### src/rtl/sticky_status_reg.sv
`default_nettype none
// ============================================================================
//  Module      : sticky_status_reg
//  Description : Parametrised sticky-status register. Sticky bits capture
//                event pulses until software clears them through a masked,
//                delayed clear sequence (IDLE -> HOLD -> CLEAR). During HOLD
//                the bits selected for clearing are frozen. In CLEAR a new
//                event on a selected bit wins over the clear, so no event is
//                lost. Non-sticky bits are registered pass-through. The irq
//                output is the registered OR of enabled status bits.
//  Options     : `define STICKY_STATUS_OVF_EN adds the ovf_out overflow
//                flags (an event seen on an already-set sticky bit).
//  Revision    : 1.0 - initial release
// ============================================================================
module sticky_status_reg #(
    parameter int               WIDTH       = 13,
    parameter logic [WIDTH-1:0] STICKY_MASK = 13'h126D,
    parameter int               CLR_DELAY   = 2
) (
    input  logic             clk,
    input  logic             rst,
    input  logic [WIDTH-1:0] data_in,
    input  logic             clear_req,
    input  logic [WIDTH-1:0] clear_mask,
    input  logic [WIDTH-1:0] irq_en,
    output logic [WIDTH-1:0] data_out,
    output logic             clear_busy,
    output logic             clear_done,
    output logic             irq
`ifdef STICKY_STATUS_OVF_EN
    ,
    output logic [WIDTH-1:0] ovf_out
`endif
);

    // State encoding of the clear sequencer
    localparam logic [1:0] c_st_idle  = 2'd0;
    localparam logic [1:0] c_st_hold  = 2'd1;
    localparam logic [1:0] c_st_clear = 2'd2;

    // The counter is 4 bits wide: CLR_DELAY is limited to 0..15
    localparam logic [3:0] c_clr_delay  = 4'(CLR_DELAY);
    localparam bit         c_delay_zero = (CLR_DELAY == 0);

    logic [1:0]       r_state;
    logic [3:0]       r_cnt;
    logic [WIDTH-1:0] r_pend;
    logic [WIDTH-1:0] r_data;
    logic             r_irq;

    logic [WIDTH-1:0] w_hold_mask;
    logic [WIDTH-1:0] w_clr_mask;
    logic [WIDTH-1:0] w_data_next;

    // Per-bit next status: pass-through, accumulate, freeze or set-wins clear
    always_comb begin
        w_hold_mask = (r_state == c_st_hold)  ? r_pend : '0;
        w_clr_mask  = (r_state == c_st_clear) ? r_pend : '0;
        w_data_next = (~STICKY_MASK & data_in)
                    | (STICKY_MASK & ~w_hold_mask & ~w_clr_mask & (data_in | r_data))
                    | (w_hold_mask & r_data)
                    | (w_clr_mask  & data_in);
    end

    // Clear sequencer: latch the pending mask, count out HOLD, one CLEAR cycle
    always_ff @(posedge clk or posedge rst) begin
        if (rst) begin
            r_state <= c_st_idle;
            r_cnt   <= '0;
            r_pend  <= '0;
        end else begin
            case (r_state)
                c_st_idle: begin
                    if (clear_req) begin
                        r_pend  <= clear_mask & STICKY_MASK;
                        r_cnt   <= c_clr_delay;
                        r_state <= c_delay_zero ? c_st_clear : c_st_hold;
                    end
                end
                c_st_hold: begin
                    r_cnt <= r_cnt - 4'd1;
                    if (r_cnt == 4'd1) begin
                        r_state <= c_st_clear;
                    end
                end
                c_st_clear: begin
                    r_pend  <= '0;
                    r_state <= c_st_idle;
                end
                default: begin
                    r_state <= c_st_idle;
                end
            endcase
        end
    end

    // Status register and interrupt (irq lags data_out by one cycle)
    always_ff @(posedge clk or posedge rst) begin
        if (rst) begin
            r_data <= '0;
            r_irq  <= 1'b0;
        end else begin
            r_data <= w_data_next;
            r_irq  <= |(r_data & irq_en);
        end
    end

`ifdef STICKY_STATUS_OVF_EN
    logic [WIDTH-1:0] r_ovf;
    logic [WIDTH-1:0] w_ovf_hit;

    // An overflow is an event arriving on a sticky bit that is already set
    always_comb begin
        w_ovf_hit = STICKY_MASK & r_data & data_in;
    end

    // Overflow flags: set in IDLE/HOLD, cleared with the status bit in CLEAR
    always_ff @(posedge clk or posedge rst) begin
        if (rst) begin
            r_ovf <= '0;
        end else if (r_state == c_st_clear) begin
            r_ovf <= (r_ovf & ~r_pend) | (r_pend & w_ovf_hit);
        end else begin
            r_ovf <= r_ovf | w_ovf_hit;
        end
    end

    assign ovf_out = r_ovf;
`endif

    assign data_out   = r_data;
    assign irq        = r_irq;
    assign clear_busy = (r_state == c_st_hold) || (r_state == c_st_clear);
    assign clear_done = (r_state == c_st_clear);

endmodule
`default_nettype wire

### config.mk
export PLATFORM = sky130hd
export DESIGN_NAME = sticky_status_reg
export DESIGN_NICKNAME = d
export VERILOG_FILES = /design/src/rtl/sticky_status_reg.sv
export SDC_FILE = /design/constraint.sdc
export NUM_CORES = 1
export LEC_CHECK = 0
export ABC_AREA = 1
export CAP_MARGIN = 20
export CORE_MARGIN = 4
export CORE_UTILIZATION = 43
export DETAILED_ROUTE_END_ITERATION = 10
export GPL_TIMING_DRIVEN = 0
export PLACE_DENSITY = 0.82
export REMOVE_ABC_BUFFERS = 1
export SYNTH_ARGS = -nofsm -noshare
export SYNTH_HDL_FRONTEND = slang
export SYNTH_SLANG_ARGS = --single-unit
### constraint.sdc
create_clock -name clk -period 3.1 [get_ports clk]
set_input_delay 0.31 -clock clk [delete_from_list [all_inputs] [get_ports clk]]
set_output_delay 0.31 -clock clk [all_outputs]
set_load 0.01 [all_outputs]
### After elaboration in Yosys (flattened, before gate mapping)

Cells that the tools add are included.

* reductions and logical operators: 8
* bitwise operators: 11
* add/sub/neg operators: 1
* muxes and demuxes: 9
* eq/ne operators: 5

Operators with widths (number)
* $and 13x13->13: 5
* $mux 13: 3
* $or 13x13->13: 3
* $not 13->13: 2
* $pmux 13 s2: 1
* $or 12x13->13: 1
* $reduce_or 13->1: 1
* $pmux 4 s2: 1
* $reduce_and 2->1: 3
* $eq 4x1->1 const B: 1
* $mux 2: 2
* $mux 4: 1
* $pmux 2 s2: 1
* $reduce_bool 2->1: 2
* $sub 4x1->4 const B: 1
* $eq 2x1->1 const B: 1
* $eq 2x2->1 const B: 1
* $logic_not 2->1: 1
* $ne 2x1->1 const B: 1
* $ne 2x2->1 const B: 1
* $logic_or 1x1->1: 1

* logic and storage cells: 39
* register bits after elaboration: 33

### Logic depth before layout (Yosys ltp)

* depth after elaboration: 8
* gate-level depth with buffers: 8
* gate-level depth less buffers: 8

### Worst setup path after synthesis

No wires, ideal clock.

* path kind: reg-to-reg
* start: register r_state[0]
* end: register r_data[0] (netlist: data_out[0])
* path buffers: 0
* setup time: 123 ps
* data required time: 2977 ps
* arrival time: 1130 ps
* setup slack: 1847 ps
* clock period less this slack: 1253 ps
* cell stages (with the launch flop): 7
* cell sequence: dfrtp_1 inv_1 ha_1 inv_2 nand2_1 o21ai_0 nand2_1

* longest elaborated chain between the ends: 8
* elaborated cells on any way between the ends: 13

Ends and longest elaborated chain
* from (decl): RTL line 45 `logic [1:0] r_state;`
* from (signal assigned): RTL line 68 `r_state <= c_st_idle;`
* from (signal assigned): RTL line 77 `r_state <= c_delay_zero ? c_st_clear : c_st_hold;`
* from (signal assigned): RTL line 83 `r_state <= c_st_clear;`
* $eq 2x2->1 *
* via clear_done: RTL line 28 `output logic clear_done,`
* $mux 13 *: RTL line 58 `w_clr_mask = (r_state == c_st_clear) ? r_pend : '0;`
* $not 13->13: RTL line 60 `| (STICKY_MASK & ~w_hold_mask & ~w_clr_mask & (data_in | r_data))`
* $and 13x13->13 (2 in a row): RTL line 60
* $or 12x13->13: RTL line 60
* $or 13x13->13: RTL line 61 `| (w_hold_mask & r_data)`
* $or 13x13->13 *: RTL line 62 `| (w_clr_mask & data_in);`
* via w_data_next[0]: RTL line 53 `logic [WIDTH-1:0] w_data_next;`
* to (signal assigned): RTL line 103 `r_data <= w_data_next;`
* to (decl): RTL line 48 `logic [WIDTH-1:0] r_data;`

Mark *: on every way through the listed nets, which the timed path passes. The rest lies on a longest branch.
A chain may end at the register's enable or synchronous reset.

### Worst setup path after layout

* start: register r_state[1]
* end: output clear_busy

* longest elaborated chain between the ends: 2
* elaborated cells on any way between the ends: 3

Ends and longest elaborated chain
* $eq 2x1->1 / $eq 2x2->1 (equally long branches): RTL line 133 `assign clear_busy = (r_state == c_st_hold) || (r_state == c_st_clear);`
* $logic_or 1x1->1 *: RTL line 133
* to (decl): RTL line 27 `output logic clear_busy,`

Every way passes the cells marked *; elsewhere a longest branch is shown, timed or not.

==> out/results.ini <==
[run_status]
status = complete, no violations

[setup_path]
critPathMaxFanout = 3
cp.arrival_ns = 1.65
crit_start = r_state[1]$_DFFE_PP0P_
r2r_end = data_out[9]$_DFF_PP0_
rr_startpoint = r_state[0]$_DFFE_PP0P_
required_ns = 2.79
rrSetupSlack_ns = 1.58
worstSetupEndpoint = clear_busy
critPathKind = flip-flop to output port
cp-start-kind = flip-flop
end_kind = output port
reg2reg_depth = 6

[timing]
totalNegativeSetupSlack_ns = 0
setup_violations = 0
fin_hold_ws_ns = 0.255
fin_crit_sh_pct = 63.2
skew_ns = 0.00417
max_slew_margin_pct = 74.5
slew_viol_final = 0
worst_slew_pin_slew_ns = 0.382
min_period_ns = 1.96
hold_viol = 0
clock.fmax_ghz = 0.511
rsz0062_at_grt = false

[grt]
grt_max_degree = 28
antenna_found_initial = 0
use_met1_pct = 22.4
grtUsageTotal_pct = 19.0
grt_pass1_wl_um = 5200
gr-usage-met3_pct = 3.40
overflow = 0
use_met2_pct = 35.1
grt_pass1_vias = 1192
grt-busiest-layer = met2

[placement]
dp_hpwl_um = 2550
io_buffers = 51
place_inst = 218
gp_congestion = 0.851
dpl_cell_area_um2 = 1750

[cts]
ctsRootBufferMaster = clkbuf_4
cts-hold-fix-buffers = 0
postCtsSetupRepairBufs = 0
clock_sinks = 27
cts_resized = 0
clock_latency_ns = 0.31
cts_buffer_depth = 2
clk_pin_slew_ns = 0.13
cts_buffers = 3
h-tree-depth = 1
cts_tree = yes

[power]
powerDensity_nw_per_um2 = 628
p_leak_nw = 0.809
peakVddDrop_mv = 0.422

[die]
chipHeight_um = 60.9
die_width_um = 60.9
start_util_pct = 46.8
die_area_um2 = 3710
io_pins = 58
rows = 18
core-area_um2 = 2570

[synth]
synth.yosys.warnings = 0
ys_types = 13
avgSynthCellArea_um2 = 8.78
synthCells = 137
syn_area_um2 = 1200
ys_seq_elements = 27
seq_area_frac_synth_pct = 56.2

[drt]
drc_errors = 0
vias_per_cell = 5.08
wirelength_um = 3090
ant_nets = 0
routedWlPerCell_um = 13.9
route.vias.total = 1132
drtIter0Drc = 45
dr.pass1.iters = 4

[cells_and_area]
fin_util_pct = 70.3
fin_cells = 223
final_cell_area_um2 = 1800
fin_nets = 242
antenna_cells = 0
area_delta_synth_final_pct = 50.1
drive_gt1_share_pct = 4.15
layout_commonest_cell = clkdlybuf4s50_1
mostFrequentLayoutCells = clkdlybuf4s50_1, nand2_1, dfrtp_1

[run]
cap_violations = 0

[worst_hold_path]
holdCritPathClass = primary input to async pin

[synthesized netlist by cell type]
cell type / count / area share [%]
nand2_1: 40 / 12
dfrtp_1: 27 / 56
o21ai_0: 23 / 9.6
inv_1: 14 / 4.4
nand3_1: 12 / 5.0
ha_1: 6 / 6.2
nor2_1: 6 / 1.9
a21oi_1: 2 / 0.83
inv_2: 2 / 0.62
nand4_1: 2 / 1.0
nand2_2: 1 / 0.52
o21ai_2: 1 / 0.73
or2_1: 1 / 0.52
[layout make-up]
type,instances,area [um2]
clock buffer,4,26.3
fill,211,763
inverter,16,60.1
multi-input combinational,94,467
sequential,27,676
tap,30,37.5
timing repair buffer,52,538
[power by group]
| part | switching [mW] | leakage [nW] | internal, mW |
|---|---|---|---|
| clock | 0.0944 | 0.0150 | 0.0502 |
| combinational | 0.284 | 0.488 | 0.211 |
| sequential | 0.0510 | 0.306 | 0.443 |
[through the flow]
stage / total power [mW] / worst slack [ns]
2_1_floorplan: 0.792 / 1.85
3_3_place_gp: 0.958 / 1.55
3_5_place_dp: 0.995 / 1.51
4_1_cts: 1.14 / 1.13
5_1_grt: 1.24 / 1.03
6_report: 1.13 / 1.14
[kinds of logic (layout without fill, tap and decap cells)]
kind of cell | Yosys count | count (layout) | synth area share, %
AOI/OAI and AO/OA | 26 | 26 | 11.1
adders and majority gates | 6 | 6 | 6.24
buffers and inverters | 16 | 72 | 4.99
DFF | 27 | 27 | 56.2
and+or+nand+nor | 62 | 62 | 21.4
[worst max-delay path, stage by stage (launching register included)]
cell and delay, ns:
dfrtp_1 0.42, inv_1 0.10, ha_1 0.28, clkdlybuf4s50_1 0.53
[registers in the layout, indices dropped and copies added, names as in the netlist]
register and flops:
r_pend 7, irq 1, r_cnt 4, data_out 13
r_state 2
[worst min path at each step]
stage,end,slack (ns),cells after the start
final,data_out[10]$_DFF_PP0_,0.25,2
after global routing,data_out[10]$_DFF_PP0_,0.27,2
after CTS,data_out[8]$_DFF_PP0_,0.41,1
after detailed placement,data_out[6]$_DFF_PP0_,0.53,2
after global placement,r_state[1]$_DFFE_PP0P_,0.49,2
after floorplan,data_out[10]$_DFF_PP0_,0.34,0
[per-layer routing]
layer | share of wire (%) | up-vias
met5 | 0 | -
met2 | 49 | 49
met3 | 8.4 | 2
met1 | 42 | 527
met4 | 0.19 | 0
li1 | - | 554
Power figures use the tool's default switching activity.
